==> src/rtl/gmem_rd_arbiter.sv <==
// gmem_rd_arbiter: round-robin sharing of the gmem read channel (AR+R) among
// NUM_REQ read engines. One burst is issued at a time on AR; the issue order
// is logged in an order FIFO so that in-order R beats (single ARID) can be
// steered back to the requester that owns the burst at the FIFO head.
// Optional build macro: GMEM_RD_ARB_PERF_EN adds per-requester burst counters
// (perf_bursts) and a full-FIFO stall counter (perf_stall).
module gmem_rd_arbiter #(
  parameter int NUM_REQ     = 4,
  parameter int ADDR_W      = 42,
  parameter int DATA_W      = 512,
  parameter int OUTST_DEPTH = 16
) (
  input  logic                      ap_clk,
  input  logic                      ap_rst,
  input  logic [NUM_REQ-1:0]        req_arvalid,
  output logic [NUM_REQ-1:0]        req_arready,
  input  logic [NUM_REQ*ADDR_W-1:0] req_araddr,
  input  logic [NUM_REQ*8-1:0]      req_arlen,
  output logic [NUM_REQ-1:0]        req_rvalid,
  input  logic [NUM_REQ-1:0]        req_rready,
  output logic [DATA_W-1:0]         req_rdata,
  output logic                      req_rlast,
  output logic                      m_axi_gmem_ARVALID,
  input  logic                      m_axi_gmem_ARREADY,
  output logic [ADDR_W-1:0]         m_axi_gmem_ARADDR,
  output logic [7:0]                m_axi_gmem_ARLEN,
  output logic [0:0]                m_axi_gmem_ARID,
  output logic [2:0]                m_axi_gmem_ARSIZE,
  output logic [1:0]                m_axi_gmem_ARBURST,
  output logic [0:0]                m_axi_gmem_ARLOCK,
  output logic [3:0]                m_axi_gmem_ARCACHE,
  output logic [2:0]                m_axi_gmem_ARPROT,
  output logic [3:0]                m_axi_gmem_ARQOS,
  output logic [3:0]                m_axi_gmem_ARREGION,
  input  logic                      m_axi_gmem_RVALID,
  output logic                      m_axi_gmem_RREADY,
  input  logic [DATA_W-1:0]         m_axi_gmem_RDATA,
  input  logic                      m_axi_gmem_RLAST,
  input  logic [0:0]                m_axi_gmem_RID,
  input  logic [1:0]                m_axi_gmem_RRESP,
  output logic                      rd_err
`ifdef GMEM_RD_ARB_PERF_EN
  ,
  output logic [NUM_REQ*32-1:0]     perf_bursts,
  output logic [31:0]               perf_stall
`endif
);

  localparam int GW = $clog2(NUM_REQ);
  localparam int AW = $clog2(OUTST_DEPTH);
  localparam int CW = AW + 1;
  localparam int EW = GW + 8;

  typedef enum logic [0:0] {ST_ARB, ST_ISSUE} state_t;

  state_t                state_reg, state_next;
  logic [GW-1:0]         rr_ptr_reg, grant_reg;
  logic [ADDR_W-1:0]     ar_addr_reg;
  logic [7:0]            ar_len_reg;
  logic                  load_ar, ar_hs;
  logic                  pick_valid;
  logic [GW-1:0]         pick_idx;
  logic [GW-1:0]         rot_idx [NUM_REQ];
  logic [ADDR_W-1:0]     req_addr_arr [NUM_REQ];
  logic [7:0]            req_len_arr [NUM_REQ];

  logic [EW-1:0]         fifo_mem [OUTST_DEPTH];
  logic [AW-1:0]         wr_ptr_reg, rd_ptr_reg;
  logic [CW-1:0]         count_reg, count_next;
  logic                  full_reg, fifo_empty, push, pop;
  logic [EW-1:0]         head_entry;
  logic [GW-1:0]         head_owner;
  logic [7:0]            head_len;
  logic                  beat_acc;
  logic [7:0]            beat_cnt_reg;
  logic                  rd_err_reg;

  // Only one ARID is ever issued, so the returned ID carries no information.
  logic unused_rid;
  assign unused_rid = ^m_axi_gmem_RID;

  // Unpack requester fields and build the rotated search order rr_ptr, rr_ptr+1, ...
  for (genvar gi = 0; gi < NUM_REQ; gi++) begin : g_req
    logic [GW:0] sum;
    assign req_addr_arr[gi] = req_araddr[gi*ADDR_W +: ADDR_W];
    assign req_len_arr[gi]  = req_arlen[gi*8 +: 8];
    assign sum              = {1'b0, rr_ptr_reg} + (GW+1)'(gi);
    assign rot_idx[gi]      = (sum >= (GW+1)'(NUM_REQ)) ? GW'(sum - (GW+1)'(NUM_REQ))
                                                        : sum[GW-1:0];
    assign req_arready[gi]  = ar_hs && (grant_reg == GW'(gi));
  end

  // Round-robin pick: scan from the far end so the smallest rotation offset wins.
  always_comb begin
    pick_valid = 1'b0;
    pick_idx   = '0;
    for (int i = NUM_REQ - 1; i >= 0; i--) begin
      if (req_arvalid[rot_idx[i]]) begin
        pick_valid = 1'b1;
        pick_idx   = rot_idx[i];
      end
    end
  end

  // FSM state register.
  always_ff @(posedge ap_clk or posedge ap_rst) begin
    if (ap_rst) state_reg <= ST_ARB;
    else        state_reg <= state_next;
  end

  // FSM next state: grant only when the registered full flag is clear.
  always_comb begin
    state_next = state_reg;
    load_ar    = 1'b0;
    ar_hs      = 1'b0;
    case (state_reg)
      ST_ARB: begin
        if (pick_valid && !full_reg) begin
          load_ar    = 1'b1;
          state_next = ST_ISSUE;
        end
      end
      ST_ISSUE: begin
        if (m_axi_gmem_ARREADY) begin
          ar_hs      = 1'b1;
          state_next = ST_ARB;
        end
      end
      default: state_next = ST_ARB;
    endcase
  end

  // Capture the granted request and advance the round-robin pointer on handshake.
  always_ff @(posedge ap_clk or posedge ap_rst) begin
    if (ap_rst) begin
      ar_addr_reg <= '0;
      ar_len_reg  <= '0;
      grant_reg   <= '0;
      rr_ptr_reg  <= '0;
    end else begin
      if (load_ar) begin
        ar_addr_reg <= req_addr_arr[pick_idx];
        ar_len_reg  <= req_len_arr[pick_idx];
        grant_reg   <= pick_idx;
      end
      if (ar_hs) begin
        rr_ptr_reg <= (grant_reg == GW'(NUM_REQ - 1)) ? '0 : grant_reg + GW'(1);
      end
    end
  end

  assign m_axi_gmem_ARVALID  = (state_reg == ST_ISSUE);
  assign m_axi_gmem_ARADDR   = ar_addr_reg;
  assign m_axi_gmem_ARLEN    = ar_len_reg;
  assign m_axi_gmem_ARID     = '0;
  assign m_axi_gmem_ARSIZE   = 3'($clog2(DATA_W / 8));
  assign m_axi_gmem_ARBURST  = 2'b01;
  assign m_axi_gmem_ARLOCK   = '0;
  assign m_axi_gmem_ARCACHE  = 4'b0011;
  assign m_axi_gmem_ARPROT   = '0;
  assign m_axi_gmem_ARQOS    = '0;
  assign m_axi_gmem_ARREGION = '0;

  // Order FIFO storage: {owner, len} per issued burst, head read combinationally.
  always_ff @(posedge ap_clk) begin
    if (push) fifo_mem[wr_ptr_reg] <= {grant_reg, ar_len_reg};
  end

  assign push       = ar_hs;
  assign pop        = beat_acc && m_axi_gmem_RLAST;
  assign fifo_empty = (count_reg == '0);
  assign head_entry = fifo_mem[rd_ptr_reg];
  assign head_owner = head_entry[EW-1:8];
  assign head_len   = head_entry[7:0];

  // Occupancy update; simultaneous push and pop leave it unchanged.
  always_comb begin
    count_next = count_reg;
    if (push && !pop)      count_next = count_reg + CW'(1);
    else if (!push && pop) count_next = count_reg - CW'(1);
  end

  // FIFO pointers, occupancy and registered full flag.
  always_ff @(posedge ap_clk or posedge ap_rst) begin
    if (ap_rst) begin
      wr_ptr_reg <= '0;
      rd_ptr_reg <= '0;
      count_reg  <= '0;
      full_reg   <= 1'b0;
    end else begin
      if (push) wr_ptr_reg <= wr_ptr_reg + AW'(1);
      if (pop)  rd_ptr_reg <= rd_ptr_reg + AW'(1);
      count_reg <= count_next;
      full_reg  <= (count_next == CW'(OUTST_DEPTH));
    end
  end

  // Zero-latency R steering to the owner of the head burst.
  always_comb begin
    req_rvalid        = '0;
    m_axi_gmem_RREADY = 1'b0;
    if (!fifo_empty) begin
      req_rvalid[head_owner] = m_axi_gmem_RVALID;
      m_axi_gmem_RREADY      = req_rready[head_owner];
    end
  end

  assign req_rdata = m_axi_gmem_RDATA;
  assign req_rlast = m_axi_gmem_RLAST;
  assign beat_acc  = m_axi_gmem_RVALID && m_axi_gmem_RREADY;

  // Beat counter within the head burst and sticky error on RLAST/RRESP anomalies.
  always_ff @(posedge ap_clk or posedge ap_rst) begin
    if (ap_rst) begin
      beat_cnt_reg <= '0;
      rd_err_reg   <= 1'b0;
    end else if (beat_acc) begin
      beat_cnt_reg <= m_axi_gmem_RLAST ? 8'd0 : beat_cnt_reg + 8'd1;
      if ((m_axi_gmem_RLAST != (beat_cnt_reg == head_len)) || (m_axi_gmem_RRESP != 2'b00)) begin
        rd_err_reg <= 1'b1;
      end
    end
  end

  assign rd_err = rd_err_reg;

`ifdef GMEM_RD_ARB_PERF_EN
  logic [31:0] perf_stall_reg;

  // Per-requester granted-burst counters.
  for (genvar gi = 0; gi < NUM_REQ; gi++) begin : g_perf
    logic [31:0] bursts_reg;
    always_ff @(posedge ap_clk or posedge ap_rst) begin
      if (ap_rst)               bursts_reg <= '0;
      else if (req_arready[gi]) bursts_reg <= bursts_reg + 32'd1;
    end
    assign perf_bursts[gi*32 +: 32] = bursts_reg;
  end

  // Cycles spent in ARB with a request pending but the order FIFO full.
  always_ff @(posedge ap_clk or posedge ap_rst) begin
    if (ap_rst) perf_stall_reg <= '0;
    else if ((state_reg == ST_ARB) && (|req_arvalid) && full_reg) perf_stall_reg <= perf_stall_reg + 32'd1;
  end

  assign perf_stall = perf_stall_reg;
`endif

endmodule
==> config.mk <==
export PLATFORM = sky130hd
export DESIGN_NAME = gmem_rd_arbiter
export DESIGN_NICKNAME = d
export VERILOG_FILES = /design/src/rtl/gmem_rd_arbiter.sv
export SDC_FILE = /design/constraint.sdc
export NUM_CORES = 1
export LEC_CHECK = 0
export BUFFER_PORTS_ARGS = -buffer_cell sky130_fd_sc_hd__buf_2
export CORE_AREA = 2 2 512 514
export DETAILED_ROUTE_END_ITERATION = 10
export DIE_AREA = 0 0 514 516
export SLEW_MARGIN = 5
export SYNTH_ARGS = -nofsm -noshare
export SYNTH_HDL_FRONTEND = slang
export SYNTH_SLANG_ARGS = --single-unit
==> constraint.sdc <==
create_clock -name ap_clk -period 2.8 [get_ports ap_clk]
set_input_delay 0.56 -clock ap_clk [delete_from_list [all_inputs] [get_ports ap_clk]]
set_output_delay 0.56 -clock ap_clk [all_outputs]
set_load 0.005 [all_outputs]
# Word-level counts from Yosys, hierarchy flattened
# Memories as Yosys holds them, arrays and structs flattened.
# Cells that the tools add are included.
# word_totals
reg_bits	78
latch_bits	0
ram_bits	160
rom_bits	0
inputBits	728
out_inout_bits	596
wordCells	107
memories	1
# mem_list
memory	depth	word_bits	rd	rd_clocked_by_memory_dff	write_ports	line_no	source
fifo_mem	16	10	1	0	1	67	logic [EW-1:0] fifo_mem [OUTST_DEPTH];
# op_classes
addsub	13
mul	0
n_div	0
n_lt_le_gt_ge	11
eq_ne	6
shifts	0
n_mux	44
bitwise_logic	3
reduce_logical	18
# op_table
cell	n
42-bit binary-select mux with 2-bit select	1
42-bit two-way mux	2
8-bit two-way mux	3
1-bit two-way mux	18
2-bit two-way mux	9
8-bit binary-select mux with 2-bit select	1
2-bit by 3-bit < comparator with 1-bit output (second input constant)	5
3-bit >= comparator (second input constant)	4
1-bit binary-select mux with 2-bit select	5
1-bit logical AND	10
5-bit two-way mux	2
4-bit by 1-bit adder with 4-bit output (second input constant)	2
8-bit by 1-bit adder with 8-bit output (second input constant)	1
8-bit equality test	1
2-bit by 1-bit subtractor with 2-bit output (second input constant)	4
2-bit by 2-bit adder with 3-bit output (second input constant)	2
5-bit by 1-bit adder with 5-bit output (second input constant)	1
5-bit equality test (second input constant)	1
5-bit logical NOT	1
5-bit by 1-bit subtractor with 5-bit output (second input constant)	1
4-bit AND	1
2-bit equality test (second input constant)	2
4-bit two-way mux	1
2-bit by 1-bit adder with 3-bit output (second input constant)	1
14 further kinds	16

# Longest topological paths before layout
# Gate-level depths: netlist of the first run.
# logic_depth
word_depth	13
ltp_mapped	12
ltp_nobuf	8

# Worst setup path after synthesis of the first run
# Ideal clock, no wire load.
# synth_path
path_kind	reg2reg
from	register rd_ptr_reg[1]
to	register full_reg
setup_ps	96
t_arrival_ps	2791
t_required_ps	2704
setup_slack_ps	-87
path_stages_with_launch	11
path_buffers	2
synth_period_minus_slack_ps	2887
path_cell_list	dfrtp_1 -> buf_4 -> mux4_2 -> mux2i_1 -> mux2i_4 -> mux2i_1 -> mux2_4 -> buf_6 -> or3b_1 -> mux4_2 -> nor4_2
# synth_via
elab_chain_cells	10
word_cells_on_any_way	12
classes_between	1 x eq/ne; 5 x mux; 5 x reduce/logical; 1 x memory
# synth_rtl
item	line_no	source
start: declaration	68	logic [AW-1:0] wr_ptr_reg, rd_ptr_reg;
start signal: assignment	192	if (pop) rd_ptr_reg <= rd_ptr_reg + AW'(1);
memory 16 x 10 bit (*)	n/a	
1-bit binary-select mux with 2-bit select (*)	204	m_axi_gmem_RREADY = req_rready[head_owner];
1-bit two-way mux (implied by the code) (*)	204	
1-bit two-way mux (*)	202	if (!fifo_empty) begin
1-bit logical AND (*)	210	assign beat_acc = m_axi_gmem_RVALID && m_axi_gmem_RREADY;
1-bit logical AND (*)	170	assign pop = beat_acc && m_axi_gmem_RLAST;
1-bit logical AND or 1-bit logical NOT (tied branches)	180, 179	
5-bit two-way mux or 1-bit logical AND (tied branches)	180, 179	
5-bit two-way mux (*)	179	if (push && !pop) count_next = count_reg + CW'(1);
5-bit equality test (*)	194	full_reg <= (count_next == CW'(OUTST_DEPTH));
end signal: assignment	194	
end: declaration	70	logic full_reg, fifo_empty, push, pop;
# Every way passes the cells marked *; elsewhere a longest branch is shown, timed or not. The select of a mux whose other input is x is not followed.
# A chain may end at the register's enable or synchronous reset.

# Final worst setup path of the first run
# layout_path
from	register rd_ptr_reg[2]
to	output m_axi_gmem_RREADY
# layout_via
elab_chain_cells	4
# layout_rtl
item	line_no	source
memory 16 x 10 bit	n/a	
1-bit binary-select mux with 2-bit select	204	
1-bit two-way mux (implied by the code)	204	
1-bit two-way mux	202	
end: declaration	36	output logic m_axi_gmem_RREADY,
# No other way between the ends. The select of a mux whose other input is x is not followed.

==> results.yml, run 1 <==
power:
  p_comb_frac: 0.442
  total_leakage_power_uw: 0.006446
  switchingPower_uw: 6444
  power_uw: 16640
  p_per_area_nw_per_um2: 880.5
  ir_worst_vdd_v: 0.0004508
  p_clk_frac: 0.219
  pwr-share-seq: 0.339
  p_sw_frac: 0.3873
  internal_power_uw: 10190
cts:
  cts_inserted_buffers: 27
  insertion_delay_ns: 0.61
  clk_pin_slew_ns: 0.06
  htreeDepth: 1
  cts_tree: "done"
  ctsRootBufferMaster: "clkbuf_16"
  cts_buffer_depth: 3
  clock_sinks: 238
sta:
  setup_violations: 9
  worstMarginPinSlew_ns: 0.7781
  slew_headroom: 0.4756
  final.setup_skew_ns: 0.02123
  maxSlewViolCount: 0
  max_freq_ghz: 0.3107
  timing.final.crit_share: 1.150
  setup_slack_ns: -0.4187
  fin_crit_ns: 3.219
  hold_viol_final: 0
  rsz0062_at_grt: "true"
floorplan:
  ioPinCount: 1324
  initial_core_util: 0.05922
  die_h_um: 516
  fp.coreArea_um2: 259200
  die-area_um2: 265200
  die_x_um: 514
  num_rows: 187
route:
  drt-initial-drc-count: 991
  routed-via-count: 10908
  firstDrtPassIters: 5
  wirelength_um: 235900
  drc: 0
  viasPerCell: 2.273
  ant_nets: 0
  routedWlPerCell_um: 49.16
synthesis:
  synth_area_leaders: "edfxtp_1, buf_4, dfrtp_1, nand2_1, mux4_2"
  synth_common_cells: "buf_4, nand2_1, edfxtp_1, o21ai_0, dfrtp_1"
  dominantRegCellSynth: "edfxtp_1"
  yosysWarnings: 0
  seq_area_frac_synth: 0.4401
  synth.distinct_cells: 57
  yosys.area.top_type: "edfxtp_1"
  syn_inst: 1534
  yosysMostFrequentCell: "buf_4"
  synth_area_per_cell_um2: 10.01
  async_flop_share: 0.3277
  synth_edf_count: 160
  synth_area_um2: 15350
  synth_top_area_frac: 0.3130
  ys_ff_latch: 238
setup_path:
  setup.worst_path.class: "reg -> out"
  worstPathMaxFanout: 4
  required_ns: 2.24
  cp-start-kind: "register"
  r2r-start: "rd_ptr_reg[2]"
  worst_setup_path_startpoint: "rd_ptr_reg[2]"
  arrival_ns: 2.66
  end_kind: "output pin"
global_routing:
  grt_overflow: 0
  track_usage: 0.1707
  grt_antenna_before_repair: 63
  grt_max_degree: 53
  grt_pass1_wl_um: 256700
  grt_pass1_vias: 9944
place:
  gp_congestion: 1.019
  placed_cells: 4697
  portBuffers: 276
  dp_hpwl_um: 223300
cells_and_area:
  largest_reg_flops: 160
  area_growth_pct: 23.08
  drive_above_1_share: 0.3647
  nets: 2081
  regMostFlops: "fifo_mem"
  final_core_util: 0.07289
  fin_cells: 4800
job:
  drv_cap: 0
outcome:
  violations: "setup timing"
  outcome: "complete, but fails checks"
hold_path:
  min_path_type: "in -> async"
## logic make-up (layout without fill, tap and decap cells)
kind of cell | Yosys count | count (layout) | synth area share
buffers and inverters | 609 | 415 | 0.2824
AOI/OAI and AO/OA | 142 | 142 | 0.05069
xor gates and xnor gates | 17 | 17 | 0.009698
adders and majority gates | 13 | 13 | 0.01060
other | 2 | 60 | 0.0004892
muxes | 60 | 60 | 0.07946
and+or+nand+nor | 453 | 453 | 0.1266
DFF | 238 | 238 | 0.4401
## critical path: stages, from the launching register on
cell	delay [ns]
dfrtp_2	0.42
mux4_2	0.56
mux2i_4	0.20
mux2i_4	0.12
mux2i_1	0.14
mux2_4	0.29
buf_6	0.12
nor2_4	0.10
buf_6	0.10
## area by class of cell
class / instances / area [um^2]
Inverter: 11 / 43.79
Antenna cell: 38 / 95.09
Clock inverter: 18 / 198.9
Fill cell: 30209 / 240300
Tap cell: 3402 / 4257
Sequential cell: 238 / 6761
Timing Repair Buffer: 355 / 2226
Clock buffer: 31 / 690.7
Multi-Input combinational cell: 707 / 4623
## power groups by stage
stage | Clock, uW | Sequential, uW | Combinational, uW
2_1_floorplan | 0 | 5430 | 4340
3_3_place_gp | 0 | 5650 | 6570
3_5_place_dp | 0 | 5700 | 6640
4_1_cts | 3770 | 5640 | 6970
5_1_grt | 3880 | 5760 | 8020
6_report | 3640 | 5630 | 7360
## placed cells by master, fill, tap and decap left out, types with 15 or more instances in the layout
cell type  Yosys  layout
buf_12         1      15
buf_2          5     275
buf_4        536      56
clkbuf_16      0      29
conb_1         2      22
dfrtp_1       78      74
diode_2        0      38
edfxtp_1     160     160
mux4_2        44      46
nand2_1      323     321
nand3_1       55      54
o21ai_0      117     110
## per-stage QoR
stage / worst slack (ns) / instance area, um^2 / setup TNS [ns] / hold WS (ns)
floorplan: -0.05701 / 15430 / -0.05701 / 0.4678
global placement: -0.2041 / 17450 / -0.5830 / 0.4627
detailed placement: -0.2662 / 17450 / -0.8685 / 0.4651
CTS: -0.5108 / 18500 / -1.702 / 0.0009160
global route: -0.5296 / 18900 / -3.131 / 0.02887
finish: -0.4187 / 18900 / -1.896 / 0.04353
## timing repair
| action | in CTS | in global routing |
|---|---|---|
| setup endpoints to repair | 17 | 21 |
| gates resized for setup | 26 | 42 |
| buffers inserted | 5 | 10 |
| pin swaps | 2 | 20 |
| hold endpoints to repair | 0 | 0 |
| cloned | 0 | 2 |
| hold buffers | 0 | 0 |
## worst paths after layout
check	end	slack, ns	depth (start not counted)
worst max-delay path	m_axi_gmem_RREADY	-0.42	8
worst min-delay path	rr_ptr_reg[1]	0.04	2
worst max register to register	full_reg	-0.36	10
worst min register to register	m_axi_gmem_ARADDR[7]	0.48	2
max in group asynchronous	m_axi_gmem_ARADDR[31]	2.05	3
min in group ap_clk	rd_err	0.27	3
## layer usage
layer | share of wire | wire length (um) | track usage
met1 | 0.10 | 23820 | 0.05096
met2 | 0.44 | 104100 | 0.2655
met3 | 0.42 | 99920 | 0.3387
met4 | 0.031 | 7318 | 0.04457
met5 | 0.0035 | 834 | 0.02127
Power figures use the tool's default switching activity.
==> inputs of run 2 (changes only) <==
Settings changed: CELL_PAD_IN_SITES_DETAIL_PLACEMENT set to 1, CELL_PAD_IN_SITES_GLOBAL_PLACEMENT set to 2, CORE_AREA 2 2 512 514 to 2 2 516 518, DIE_AREA 0 0 514 516 to 0 0 518 520, PLACE_DENSITY_LB_ADDON set to 0.1.
==> results.yml, run 2 (synthesized netlist as in run 1, its figures left out) <==
cells_and_area:
  area_growth_pct: 28.51
  register_area_um2: 6760
  drive_above_1_share: 0.3856
  regMostFlops: "fifo_mem"
  fill_cells: 31281
  final_common_cell: "nand2_1"
  largest_reg_flops: 160
  nets: 2129
  final_core_util: 0.07476
  multiInputGateArea_um2: 4578
  final_cell_mix: "nand2_1, buf_2, edfxtp_1"
sta:
  worstMarginPinSlew_ns: 0.8201
  setup_violations: 10
  tns_ns: -2.407
  maxSlewViolCount: 0
  fin_crit_ns: 3.271
  timing.final.crit_share: 1.168
  max_freq_ghz: 0.3058
  hold_viol_final: 0
  setup_slack_ns: -0.4706
  rsz0062_at_grt: "true"
  slew_headroom: 0.4532
  final.setup_skew_ns: 0.03413
cts:
  htreeDepth: 2
  cts_tree: "done"
  cts_inserted_buffers: 41
  insertion_delay_ns: 0.64
  clock_sinks: 238
  cts_buffer_depth: 3
  ctsRootBufferMaster: "clkbuf_16"
  clk_pin_slew_ns: 0.06
setup_path:
  required_ns: 2.24
  worst_setup_path_startpoint: "rd_ptr_reg[1]"
  arrival_ns: 2.71
  worstPathMaxFanout: 4
  end_kind: "output pin"
  r2r-start: "rd_ptr_reg[1]"
  cp-start-kind: "register"
  setup.worst_path.class: "reg -> out"
power:
  total_leakage_power_uw: 0.006850
  p_per_area_nw_per_um2: 973.3
  ir_worst_vdd_v: 0.0004038
  pwr-share-seq: 0.294
  p_sw_frac: 0.3986
  internal_power_uw: 11550
  switchingPower_uw: 7654
  power_uw: 19200
  p_clk_frac: 0.277
  p_comb_frac: 0.429
global_routing:
  grt_antenna_before_repair: 17
  grt_max_degree: 73
  grt_pass1_vias: 11798
  grt_overflow: 0
  grt_pass1_wl_um: 173600
  track_usage: 0.1048
route:
  routed-via-count: 10868
  routedWlPerCell_um: 29.34
  drt-initial-drc-count: 575
  firstDrtPassIters: 4
  viasPerCell: 2.191
  wirelength_um: 145500
  ant_nets: 0
  drc: 0
place:
  dp_hpwl_um: 124000
  portBuffers: 276
  gp_congestion: 0.7241
hold_path:
  min_path_type: "in -> async"
floorplan:
  die-area_um2: 269400
  fp.coreArea_um2: 263900
  die_h_um: 520
  initial_core_util: 0.05817
  num_rows: 189
  ioPinCount: 1324
  die_x_um: 518
outcome:
  violations: "setup timing"
  outcome: "complete, but fails checks"
job:
  drv_cap: 0
run 2: cell count changes in the layout (fill, tap and decap cells not counted), moves of 4 or more:
cell       previous run  this run
diode_2              38         7
buf_4                56        83
clkbuf_16            29        41
buf_12               15        22
clkbuf_1              4         9
clkinv_1              1         5
inv_6                 6         2
run 2: cell type report:
class                      instances  share of cell area
antenna                            7           0.0008879
inverter                          11            0.002347
timing repair buffer             389              0.1285
tap                             3533              0.2241
multi-input combinational        707              0.2321
clock buffer                      53             0.05581
clock inverter                    23             0.01370
sequential                       238              0.3427
run 2: power groups by stage:
stage / sequential (uW) / combinational (uW) / clock [uW]
final: 5640 / 8230 / 5330
after global routing: 5820 / 9260 / 5790
after CTS: 5720 / 8530 / 5750
after detailed placement: 5760 / 8070 / 0
after global placement: 5770 / 8100 / 0
after floorplan: 5430 / 4340 / 0
run 2: per-layer routing:
layer  track usage  up-vias  share of wire
met5       0.06336        -          0.017
met4       0.02984       38          0.028
met3        0.1806      243           0.36
met2        0.1288     1123           0.36
met1       0.06997     5128           0.24
li1              -     4336              -
run 2: final timing paths:
kind / endpoint / slack, ns / depth (start not counted)
max in group asynchronous: m_axi_gmem_ARADDR[20] / 2.03 / 3
min reg2reg: m_axi_gmem_ARADDR[8] / 0.47 / 2
max reg2reg: full_reg / -0.40 / 10
min: count_reg[3] / 0.05 / 2
min in group ap_clk: rd_err / 0.26 / 3
max: m_axi_gmem_RREADY / -0.47 / 8
run 2: worst max-delay path, cell delays in order (launching register included):
cell	delay, ns
dfrtp_2	0.42
mux4_2	0.53
mux2i_2	0.22
mux2i_4	0.15
mux2i_1	0.16
mux2_4	0.30
buf_6	0.13
nor2_4	0.06
buf_2	0.11
run 2: through the flow:
stage | cell area [um^2] | cells | hold slack (ns) | setup slack (ns)
after global placement | 17970 | 4863 | 0.4670 | -0.3030
final | 19730 | 4961 | 0.04944 | -0.4706
after floorplan | 15430 | 1554 | 0.4678 | -0.05701
after global routing | 19720 | 4956 | 0.05088 | -0.6069
after detailed placement | 17970 | 4863 | 0.4687 | -0.3380
after CTS | 19580 | 4949 | 0.03517 | -0.5989
run 2: timing repair:
action,4_1_cts,5_1_grt
gates cloned,0,1
setup endpoints to repair,22,21
hold buffers,0,0
resized for setup,41,31
pin swaps,3,14
setup buffers,12,7
==> inputs of run 3 (changes only) <==
Settings changed: CTS_BUF_LIST set to sky130_fd_sc_hd__clkbuf_4 sky130_fd_sc_hd__clkbuf_8, SETUP_SLACK_MARGIN set to 0.2.
==> results.yml, run 3 (synthesized netlist as in run 1, its figures left out) <==
outcome:
  outcome: "complete, but fails checks"
  violations: "setup timing"
route:
  ant_nets: 0
  routed-via-count: 11049
  wirelength_um: 147900
  viasPerCell: 2.212
  routedWlPerCell_um: 29.61
  drt-initial-drc-count: 617
  drc: 0
  firstDrtPassIters: 4
cts:
  cts_inserted_buffers: 56
  htreeDepth: 2
  ctsRootBufferMaster: "clkbuf_8"
  cts_buffer_depth: 3
  insertion_delay_ns: 0.78
  cts_tree: "done"
  clk_pin_slew_ns: 0.07
  clock_sinks: 238
hold_path:
  min_path_type: "in -> reg"
cells_and_area:
  final_common_cell: "nand2_1"
  regMostFlops: "fifo_mem"
  nets: 2152
  largest_reg_flops: 160
  area_growth_pct: 29.92
  final_cell_mix: "nand2_1, buf_2, edfxtp_1"
  drive_above_1_share: 0.4082
sta:
  setup_slack_ns: -0.6576
  worstMarginPinSlew_ns: 0.6157
  final.setup_skew_ns: 0.05093
  tns_ns: -4.129
  timing.final.crit_share: 1.235
  slew_headroom: 0.5896
  fin_crit_ns: 3.458
  max_freq_ghz: 0.2892
  whs_ns: 0.1730
  hold_viol_final: 0
  maxSlewViolCount: 0
  rsz0062_at_grt: "true"
  setup_violations: 12
floorplan:
  die-area_um2: 269400
  fp.coreArea_um2: 263900
  die_x_um: 518
  ioPinCount: 1324
  die_h_um: 520
  num_rows: 189
  initial_core_util: 0.05817
global_routing:
  grt_antenna_before_repair: 22
  grt_overflow: 0
  track_usage: 0.1062
  grt_max_degree: 69
  grt_pass1_vias: 12003
  grt_pass1_wl_um: 176100
setup_path:
  end_kind: "register"
  cp-start-kind: "register"
  required_ns: 3.46
  worstPathMaxFanout: 5
  setup.worst_path.class: "reg -> reg"
  arrival_ns: 4.12
job:
  drv_cap: 0
power:
  power_uw: 19310
  p_per_area_nw_per_um2: 968.2
  ir_worst_vdd_v: 0.0002664
  total_leakage_power_uw: 0.006907
place:
  dp_hpwl_um: 125700
  portBuffers: 276
  gp_congestion: 0.7261
## run 3: repair_timing
action	in CTS	in global routing
pin swaps	10	15
setup buffers	16	9
gates cloned	1	0
gates resized for setup	70	37
hold buffers	3	0
endpoints found under the hold margin	56	0
endpoints found under the setup margin	27	36
## run 3: stage by stage
stage	worst slack (ns)	std cells	cell area, um^2	util
CTS	-0.7349	4979	19690	0.07462
floorplan	-0.05694	1554	15460	-
detailed placement	-0.3446	4857	18010	0.06824
finish	-0.6576	4994	19950	0.07558
global route	-0.8285	4991	19940	0.07555
global placement	-0.4101	4857	18010	0.06824
## run 3: report_power, final
group	total (uW)	internal (uW)	switching (uW)
registers	5630	4840	787
logic	8700	3820	4880
clock network	4980	2810	2170
total	19300	11500	7840
## run 3: worst max-delay path, stage by stage, from the launching register on
cell and delay, ns:
dfrtp_2 0.40, mux4_2 0.53, mux2i_2 0.22, mux2i_4 0.15
mux2i_1 0.16, mux2_4 0.30, buf_6 0.12, buf_6 0.10
buf_6 0.10, buf_6 0.10, buf_6 0.12, buf_6 0.10
o211a_1 0.20, or4bb_4 0.55, nor4_2 0.21
## run 3: layer usage
layer | GRT usage | part of all wire | vias to the layer above
met5 | 0.05844 | 0.014 | -
met4 | 0.03412 | 0.033 | 40
met3 | 0.1762 | 0.35 | 261
met2 | 0.1306 | 0.36 | 1170
met1 | 0.07417 | 0.25 | 5189
li1 | - | - | 4389
## run 3: area by class of cell
cell class / count / area [um^2]
fillers: 31227 / 244000
flip-flops and latches: 238 / 6766
multi-input cells: 707 / 4691
well taps: 3533 / 4420
repair buffers: 397 / 2729
clock buffers: 67 / 865.8
clock inverters: 35 / 411.6
inverters: 11 / 46.29
diodes: 6 / 15.01
## run 3: worst paths after layout
path	from	end	slack (ns)	cells past startpoint
min in group asynchronous	ap_rst	count_reg[4]	0.30	3
worst min register to register	m_axi_gmem_ARADDR[4]	m_axi_gmem_ARADDR[4]	0.48	2
worst max register to register	rd_ptr_reg[1]	full_reg	-0.66	14
worst min-delay path	req_araddr[69]	m_axi_gmem_ARADDR[27]	0.17	5
worst max-delay path	rd_ptr_reg[1]	full_reg	-0.66	14
max in group asynchronous	ap_rst	m_axi_gmem_ARADDR[14]	1.86	4
